==> src/rtl/serial_dedup_converter.sv <==
// Bit-serial word converter: deserialises framed words, suppresses repeats of the previous word,
// queues changed words in a DEPTH-entry FIFO and re-serialises them. Define SERIAL_DEDUP_EN to enable suppression.
module serial_dedup_converter #(
    parameter int WIDTH = 8,
    parameter int DEPTH = 4
) (
    input  logic                         clock,
    input  logic                         reset,
    input  logic                         X,
    output logic                         Y,
    output logic                         tx_busy,
    output logic [$clog2(DEPTH+1)-1:0]   fifo_count,
    output logic                         dup,
    output logic                         drop
);

    localparam int CW = $clog2(DEPTH + 1);
    localparam int PW = $clog2(DEPTH);
    localparam int BW = $clog2(WIDTH);
    localparam logic [BW-1:0] LAST_BIT   = BW'(WIDTH - 1);
    localparam logic [CW-1:0] FULL_COUNT = CW'(DEPTH);

    typedef enum logic {
        RX_IDLE,
        RX_DATA
    } rx_state_t;

    typedef enum logic [1:0] {
        TX_IDLE,
        TX_DATA,
        TX_STOP
    } tx_state_t;

    rx_state_t        rx_state;
    logic [BW-1:0]    rx_cnt;
    logic [WIDTH-2:0] rx_shreg;
    logic [WIDTH-1:0] rx_word;
    logic             rx_done;

    logic [WIDTH-1:0] mem [DEPTH];
    logic [PW-1:0]    wr_ptr;
    logic [PW-1:0]    rd_ptr;

    tx_state_t        tx_state;
    logic [BW-1:0]    tx_cnt;
    logic [WIDTH-1:0] tx_shreg;

    logic             is_dup;
    logic             push;
    logic             pop;
    logic             lost;

    // The completed word is the buffered bits plus the bit sampled on the completion edge.
    assign rx_word = {rx_shreg, X};
    assign rx_done = (rx_state == RX_DATA) && (rx_cnt == LAST_BIT);
    assign pop     = (tx_state == TX_IDLE) && (fifo_count != '0);
    assign push    = rx_done && !is_dup && ((fifo_count != FULL_COUNT) || pop);
    assign lost    = rx_done && !is_dup && (fifo_count == FULL_COUNT) && !pop;

`ifdef SERIAL_DEDUP_EN
    logic [WIDTH-1:0] old_word;
    logic             old_valid;

    always_ff @(posedge clock) begin
        if (reset) begin
            old_word  <= '0;
            old_valid <= 1'b0;
        end else if (rx_done) begin
            old_word  <= rx_word;
            old_valid <= 1'b1;
        end
    end

    assign is_dup = old_valid && (rx_word == old_word);
`else
    assign is_dup = 1'b0;
`endif

    always_ff @(posedge clock) begin
        if (reset) begin
            rx_state <= RX_IDLE;
            rx_cnt   <= '0;
            rx_shreg <= '0;
            dup      <= 1'b0;
            drop     <= 1'b0;
        end else begin
            dup  <= rx_done && is_dup;
            drop <= lost;
            case (rx_state)
                RX_IDLE: begin
                    if (X) begin
                        rx_state <= RX_DATA;
                        rx_cnt   <= '0;
                    end
                end
                RX_DATA: begin
                    rx_shreg <= rx_word[WIDTH-2:0];
                    rx_cnt   <= rx_cnt + 1'b1;
                    if (rx_cnt == LAST_BIT) begin
                        rx_state <= RX_IDLE;
                    end
                end
                default: rx_state <= RX_IDLE;
            endcase
        end
    end

    // Storage needs no reset: an entry is only read after being written since the last reset.
    always_ff @(posedge clock) begin
        if (push) begin
            mem[wr_ptr] <= rx_word;
        end
    end

    always_ff @(posedge clock) begin
        if (reset) begin
            wr_ptr     <= '0;
            rd_ptr     <= '0;
            fifo_count <= '0;
        end else begin
            if (push) begin
                wr_ptr <= wr_ptr + 1'b1;
            end
            if (pop) begin
                rd_ptr <= rd_ptr + 1'b1;
            end
            case ({push, pop})
                2'b10:   fifo_count <= fifo_count + 1'b1;
                2'b01:   fifo_count <= fifo_count - 1'b1;
                default: fifo_count <= fifo_count;
            endcase
        end
    end

    // tx_busy tracks the bit on Y, so it covers start, data and stop bit cycles.
    always_ff @(posedge clock) begin
        if (reset) begin
            tx_state <= TX_IDLE;
            tx_cnt   <= '0;
            tx_shreg <= '0;
            Y        <= 1'b0;
            tx_busy  <= 1'b0;
        end else begin
            case (tx_state)
                TX_IDLE: begin
                    if (pop) begin
                        tx_shreg <= mem[rd_ptr];
                        tx_cnt   <= '0;
                        Y        <= 1'b1;
                        tx_busy  <= 1'b1;
                        tx_state <= TX_DATA;
                    end else begin
                        Y       <= 1'b0;
                        tx_busy <= 1'b0;
                    end
                end
                TX_DATA: begin
                    Y        <= tx_shreg[WIDTH-1];
                    tx_shreg <= tx_shreg << 1;
                    tx_cnt   <= tx_cnt + 1'b1;
                    tx_busy  <= 1'b1;
                    if (tx_cnt == LAST_BIT) begin
                        tx_state <= TX_STOP;
                    end
                end
                TX_STOP: begin
                    Y        <= 1'b0;
                    tx_busy  <= 1'b1;
                    tx_state <= TX_IDLE;
                end
                default: begin
                    Y        <= 1'b0;
                    tx_busy  <= 1'b0;
                    tx_state <= TX_IDLE;
                end
            endcase
        end
    end

endmodule

==> config.mk <==
export PLATFORM = sky130hd
export DESIGN_NAME = serial_dedup_converter
export DESIGN_NICKNAME = d
export VERILOG_FILES = /design/src/rtl/serial_dedup_converter.sv
export SDC_FILE = /design/constraint.sdc
export NUM_CORES = 1
export LEC_CHECK = 0
export ABC_AREA = 1
export CAP_MARGIN = 10
export CORE_ASPECT_RATIO = 1.2
export CORE_MARGIN = 2
export CORE_UTILIZATION = 29
export CTS_CLUSTER_DIAMETER = 120
export DETAILED_ROUTE_END_ITERATION = 10
export GPL_ROUTABILITY_DRIVEN = 0
export PLACE_DENSITY_LB_ADDON = 0.1
export SLEW_MARGIN = 20
export SYNTH_ARGS = -nofsm -noshare
export SYNTH_HDL_FRONTEND = slang
export SYNTH_SLANG_ARGS = --single-unit
==> constraint.sdc <==
create_clock -name clock -period 2.7 [get_ports clock]
set_input_delay 0.54 -clock clock [delete_from_list [all_inputs] [get_ports clock]]
set_output_delay 0.54 -clock clock [all_outputs]
set_load 0.005 [all_outputs]
==> out/metrics.yaml, run 1 <==
cts_tree: "built"
start_util_pct: 29.6
firstDrtPassIters: 4
yosysSeqAreaShare_pct: 60.0
r2r-end: "mem[1][0]"
drc: 0
grt_pass1_vias: 1798
status: "finished, final reports clean"
fin_crit_sh_pct: 76.7
route.vias.total: 1889
syn_nets: 304
port_buffers: 8
fin_nets: 313
wl_per_cell_um: 13.4
worst_hold_path.num_cells: 2
crit-reg2reg-launch: "tx_state[1]"
finalNonFillerCells: 425
crit_slowest_cell: "nor2_1"
num_io_pins: 10
cts_setup_buffers: 0
setup_viol: 0
endpoint_kind: "flop"
startpoint: "tx_state[1]"
synth_warnings: 0
hpwlAfterDp_mm: 4.12
core_mm2: 0.00947
avgSynthCellArea_um2: 9.74
syn_area_mm2: 0.00280
cp_slowest_stage_delay_ns: 0.55
crit_buf_inv: 2
p_leak_nw: 1.27
grt_overflow: 0
worstSetupPathType: "flop to flop"
arrival_ns: 2.02
crit_family: "simple AND/OR/NAND/NOR gates"
hold_end: "rx_cnt[1]"
hold_viol_final: 0
rsz0062_at_grt: "no"
diodes: 0
antenna_left: 0
htreeDepth: 3
r2r_setup_slack_ns: 0.63
ys_seq_elements: 68
dp_cells: 409
max_slew_margin_pct: 57.1
grt_use_total_pct: 11.8
hold_class: "flop to flop"
fin_util_pct: 35.1
cp.required_ns: 2.65
cts_resized: 0
grt_max_degree: 23
routed_wl_mm: 5.70
min-delay-start: "rx_cnt[1]"
skew_ns: 0.00382
cp_max_fo: 8
die-height_um: 112
viasPerCell: 4.44
finalSetupTns_ns: 0
tightestPinTransition_ns: 0.642
ir_drop_mv: 0.427
area_growth_pct: 18.7
row_count: 39
final_max_slew_viol_count: 0
n_fill_cell: 979
maxCapViolCount: 0
power_mw: 3.72
die_width_um: 93.8
worstRegToRegCells: 6
synth_cell_types: 26
finalCriticalPeriod_ns: 2.07
cts_made_buffers: 9
synth_cells: 288
fmax_ghz: 0.483
grt_pass1_wl_mm: 9.32
drive_gt1_share_pct: 8.61
cts_hold_buf: 0
clockBufferDepth: 2
numClockSinks: 68
antenna_found_initial: 0
clk_pin_slew_ns: 0.05
p_per_area_mw_per_mm2: 1120
clock_latency_ns: 0.32
start_kind: "flop"
dieArea_mm2: 0.0105
path_cells: "inv_1 > ha_1 > inv_2 > nand3_1 > nand2_1 > nor2_1"
dr.first_iter.drc_count: 74
cts_root_buf: "clkbuf_16"
cells in the final DEF, fill, tap and decap left out:
| cell type | n |
|---|---|
| a211oi_1 | 1 |
| a21oi_1 | 43 |
| a21oi_4 | 1 |
| buf_4 | 1 |
| bufinv_16 | 3 |
| clkbuf_1 | 1 |
| clkbuf_16 | 9 |
| clkdlybuf4s50_1 | 8 |
| clkinvlp_4 | 3 |
| conb_1 | 1 |
| dfxtp_1 | 36 |
| edfxtp_1 | 32 |
| fa_1 | 1 |
| ha_1 | 12 |
| inv_1 | 20 |
| inv_2 | 3 |
| nand2_1 | 48 |
| nand2_2 | 1 |
| nand2_4 | 1 |
| nand3_1 | 5 |
| nand3_2 | 1 |
| nand4_1 | 1 |
| nor2_1 | 32 |
| nor2_4 | 1 |
| nor3_1 | 3 |
| o21ai_0 | 32 |
| o21ai_2 | 2 |
per-stage QoR:
step,area [µm²],setup WS (ns),hold slack [ns]
detailed placement,2990,0.599,0.463
floorplan,2800,0.861,0.433
global route,3330,0.412,0.488
global placement,2990,0.660,0.452
CTS,3330,0.578,0.468
finish,3330,0.630,0.466
worst register-to-register path: cells and delay by family (launching register included):
family	cells	cell delay (ns)
DFF	1	0.31
and+or+nand+nor	3	0.88
adders and majority gates	1	0.31
buffers and inverters	2	0.20
where the power goes:
group	internal, mW	switching (mW)
Clock	0.901	0.424
Sequential	1.23	0.148
Combinational	0.370	0.644
logic make-up after synthesis:
| group | share of synthesized area (%) |
|---|---|
| and+or+nand+nor | 13.7 |
| DFF | 60.0 |
| AOI/OAI and AO/OA | 14.9 |
| adders and majority gates | 6.07 |
| other | 0.134 |
| buffers and inverters | 5.22 |
routing by layer:
| metal | GRT usage (%) | wire length (µm) | up-vias |
|---|---|---|---|
| met5 | 0 | 0 | - |
| met4 | 6.38 | 111 | 0 |
| met3 | 2.44 | 134 | 8 |
| met2 | 18.0 | 2710 | 22 |
| met1 | 15.5 | 2750 | 871 |
| li1 | - | - | 988 |
state kept, by name, indices dropped and copies added, names as in the netlist, named ones only:
signal	flops
Y	1
drop	1
fifo_count	3
mem	32
rd_ptr	2
rx_cnt	3
rx_shreg	7
rx_state	1
tx_busy	1
tx_cnt	3
tx_shreg	8
tx_state	2
wr_ptr	2
layout make-up:
class,instances,area (µm²),area share (%)
Clock buffer,10,229,6.88
Tap cell,123,154,4.63
Clock inverter,6,113,3.38
Sequential cell,68,1680,50.5
Multi-Input combinational cell,186,976,29.3
Timing Repair Buffer,9,87.6,2.63
Inverter,23,86.3,2.59
worst max-delay path by stage:
stage | cells after the start | slack (ns) | to
after floorplan | 10 | 0.86 | fifo_count[2]
after global placement | 6 | 0.66 | mem[0][3]
after detailed placement | 6 | 0.60 | mem[3][6]
after CTS | 6 | 0.58 | mem[3][2]
after global routing | 6 | 0.41 | mem[1][5]
final | 6 | 0.63 | mem[1][0]
synthesized netlist by cell type:
cell / n / area [µm²]
nand2_1: 48 / 180
a21oi_1: 43 / 215
dfxtp_1: 36 / 721
edfxtp_1: 32 / 961
nor2_1: 32 / 120
o21ai_0: 32 / 160
inv_1: 20 / 75.1
ha_1: 12 / 150
nand3_1: 5 / 25.0
buf_2: 3 / 15.0
clkbuf_1: 3 / 11.3
inv_2: 3 / 11.3
nor3_1: 3 / 15.0
buf_1: 2 / 7.51
buf_4: 2 / 15.0
o21ai_2: 2 / 17.5
a211oi_1: 1 / 7.51
a21oi_4: 1 / 16.3
buf_6: 1 / 11.3
conb_1: 1 / 3.75
fa_1: 1 / 20.0
nand2_2: 1 / 6.26
nand2_4: 1 / 11.3
nand3_2: 1 / 10.0
nand4_1: 1 / 6.26
nor2_4: 1 / 11.3
Note: power is estimated with default switching activity, not from simulation.
==> run 2: changes to the inputs <==
clock period = 2.1 ns   (was 2.7 ns; I/O delays follow)
==> run 2 against run 1 <==
Net effect:
- register-to-register slack got worse by 0.39 ns
- first-iteration DRC count increased by 120%
- flip-flop and latch count unchanged
- clock skew increased by 0.0027 ns
- utilization increased by 0.56 points
- sequential power increased by 24%
- critical path type unchanged
- critical endpoint is now fifo_count[2]
- largest power group unchanged
- highest routed layer unchanged
==> out/metrics.yaml, run 2 (same netlist as run 1, synthesis figures left out) <==
status: "finished, final reports clean"
cts_setup_buffers: 0  # unchanged
firstDrtPassIters: 4  # unchanged
grt_util_met3_pct: 3.25  # +0.81 points
reg_top3: "mem x32, tx_shreg x8, rx_shreg x7"
crit_buf_inv: 3  # +1
worstSetupPathType: "flop to flop"
setup_viol: 0  # unchanged
clockBufferDepth: 2  # unchanged
fmax_ghz: 0.537  # +11%
dieArea_mm2: 0.0105  # unchanged
fin_nets: 323  # +3.2%
top_usage_layer: "met2"
power_mw: 4.74  # +27%
grt_pass1_wl_mm: 9.60  # +3.0%
clk_pin_slew_ns: 0.06  # about the same
die_width_um: 93.8  # unchanged
cts_resized: 0  # unchanged
port_buffers: 8  # unchanged
dr.first_iter.drc_count: 161  # +120%
crit_slowest_cell: "fa_1"
drc: 0  # unchanged
grt_use_total_pct: 12.4  # +0.61 points
use_met1_pct: 16.6  # +1.0 points
core_mm2: 0.00947  # unchanged
row_count: 39  # unchanged
multi_input_area_um2: 978  # +0.26%
finalCriticalPeriod_ns: 1.86  # -0.209 ns
fin_crit_sh_pct: 88.6  # +12 points
cp.required_ns: 2.32  # -0.33 ns
viasPerCell: 4.45  # about the same
ir_drop_mv: 0.444  # +4.0%
largest_register_ffs: 32  # unchanged
grt_overflow: 0  # unchanged
start_util_pct: 29.6  # unchanged
route.vias.total: 1935  # +2.4%
numClockSinks: 68  # unchanged
antenna_found_initial: 0  # unchanged
rsz0062_at_grt: "no"
cts_hold_buf: 0  # unchanged
p_leak_nw: 1.32  # +4.1%
hold_viol_final: 0  # unchanged
startpoint: "tx_state[1]"
hold_class: "flop to flop"
maxCapViolCount: 0  # unchanged
n_fill_cell: 994  # +1.5%
met2_usage_pct: 18.5  # +0.52 points
skew_ns: 0.00651  # +0.00269 ns
cts_made_buffers: 9  # unchanged
wl_per_cell_um: 13.3  # -0.81%
clock_latency_ns: 0.32  # about the same
antenna_left: 0  # unchanged
cts_root_buf: "clkbuf_16"
final_common_cell: "nand2_1"
seq_area_mm2: 0.00168  # unchanged
worst_path_most_repeated_cell: "inv_1"
p_per_area_mw_per_mm2: 1400  # +25%
routed_wl_mm: 5.79  # +1.5%
htreeDepth: 3  # unchanged
finalSetupTns_ns: 0  # unchanged
start_kind: "flop"
cp_max_fo: 5  # -3
crit-reg2reg-launch: "tx_state[1]"
num_io_pins: 10  # unchanged
final_max_slew_viol_count: 0  # unchanged
endpoint_kind: "flop"
grt_pass1_vias: 1848  # +2.8%
crit_family: "adder cells"
path_cells: "inv_1 > ha_2 > inv_2 > a21oi_4 > nand2_4 > fa_1 > inv_1 > nand4_1 > a21oi_1 > nor2_1"
min-delay-start: "rx_cnt[2]"
die-height_um: 112  # unchanged
arrival_ns: 2.08  # +0.06 ns
cp_slowest_stage_delay_ns: 0.40  # -0.15 ns
final_cell_mix: "nand2_1, a21oi_1, dfxtp_1"
diodes: 0  # unchanged
hpwlAfterDp_mm: 3.81  # -7.5%
largest-register: "mem"
area_growth_pct: 20.5
drive_gt1_share_pct: 12.2  # +3.6 points
cts_tree: "built"
grt_max_degree: 23  # unchanged
## run 2: metal layers
layer,wire length (µm),share of wire [%],up-vias
met1,2780,48,893
li1,-,-,1009
met3,139,2.4,10
met2,2750,47,23
met4,127,2.2,0
met5,0,0,-
## run 2: report_power, final
| part | switching [mW] | internal, mW |
|---|---|---|
| registers | 0.128 | 1.59 |
| clock network | 0.550 | 1.03 |
| logic | 0.912 | 0.532 |
| total | 1.59 | 3.15 |
## run 2: worst register-to-register path: stages, from the launching register on
cell     delay (ns)
dfxtp_1        0.31
inv_1          0.12
ha_2           0.27
inv_2          0.07
a21oi_4        0.14
nand2_4        0.07
fa_1           0.40
inv_1          0.07
nand4_1        0.11
a21oi_1        0.15
nor2_1         0.06
## run 2: worst paths after layout
kind                                      end  slack (ns)  cells after the start
worst max-delay path            fifo_count[2]        0.24                     10
worst min-delay path                rx_cnt[2]        0.47                      2
worst max register to register  fifo_count[2]        0.24                     10
worst min register to register      rx_cnt[2]        0.47                      2
## run 2: stage by stage
stage | hold slack, ns | instances | util [%] | setup slack, ns | cell area (µm²)
2_1_floorplan | 0.433 | 288 | - | 0.261 | 2800
3_3_place_gp | 0.454 | 419 | 32.3 | 0.246 | 3060
3_5_place_dp | 0.461 | 419 | 32.3 | 0.190 | 3060
4_1_cts | 0.469 | 435 | 35.7 | 0.177 | 3380
5_1_grt | 0.497 | 435 | 35.7 | 0.0604 | 3380
6_report | 0.465 | 435 | 35.7 | 0.239 | 3380
## run 2: layout make-up
type	instances	share of cell area [%]
clock buffers	9	6.66
well taps	123	4.55
repair buffers	19	4.81
flip-flops and latches	68	49.8
inverters	23	2.55
multi-input cells	186	29.0
clock inverters	7	2.70
==> run 3: changes to the inputs <==
TNS_END_PERCENT = 1   (was not set)
==> results of run 3 <==
The final DEF is identical to that of run 2; final timing and power are the same.
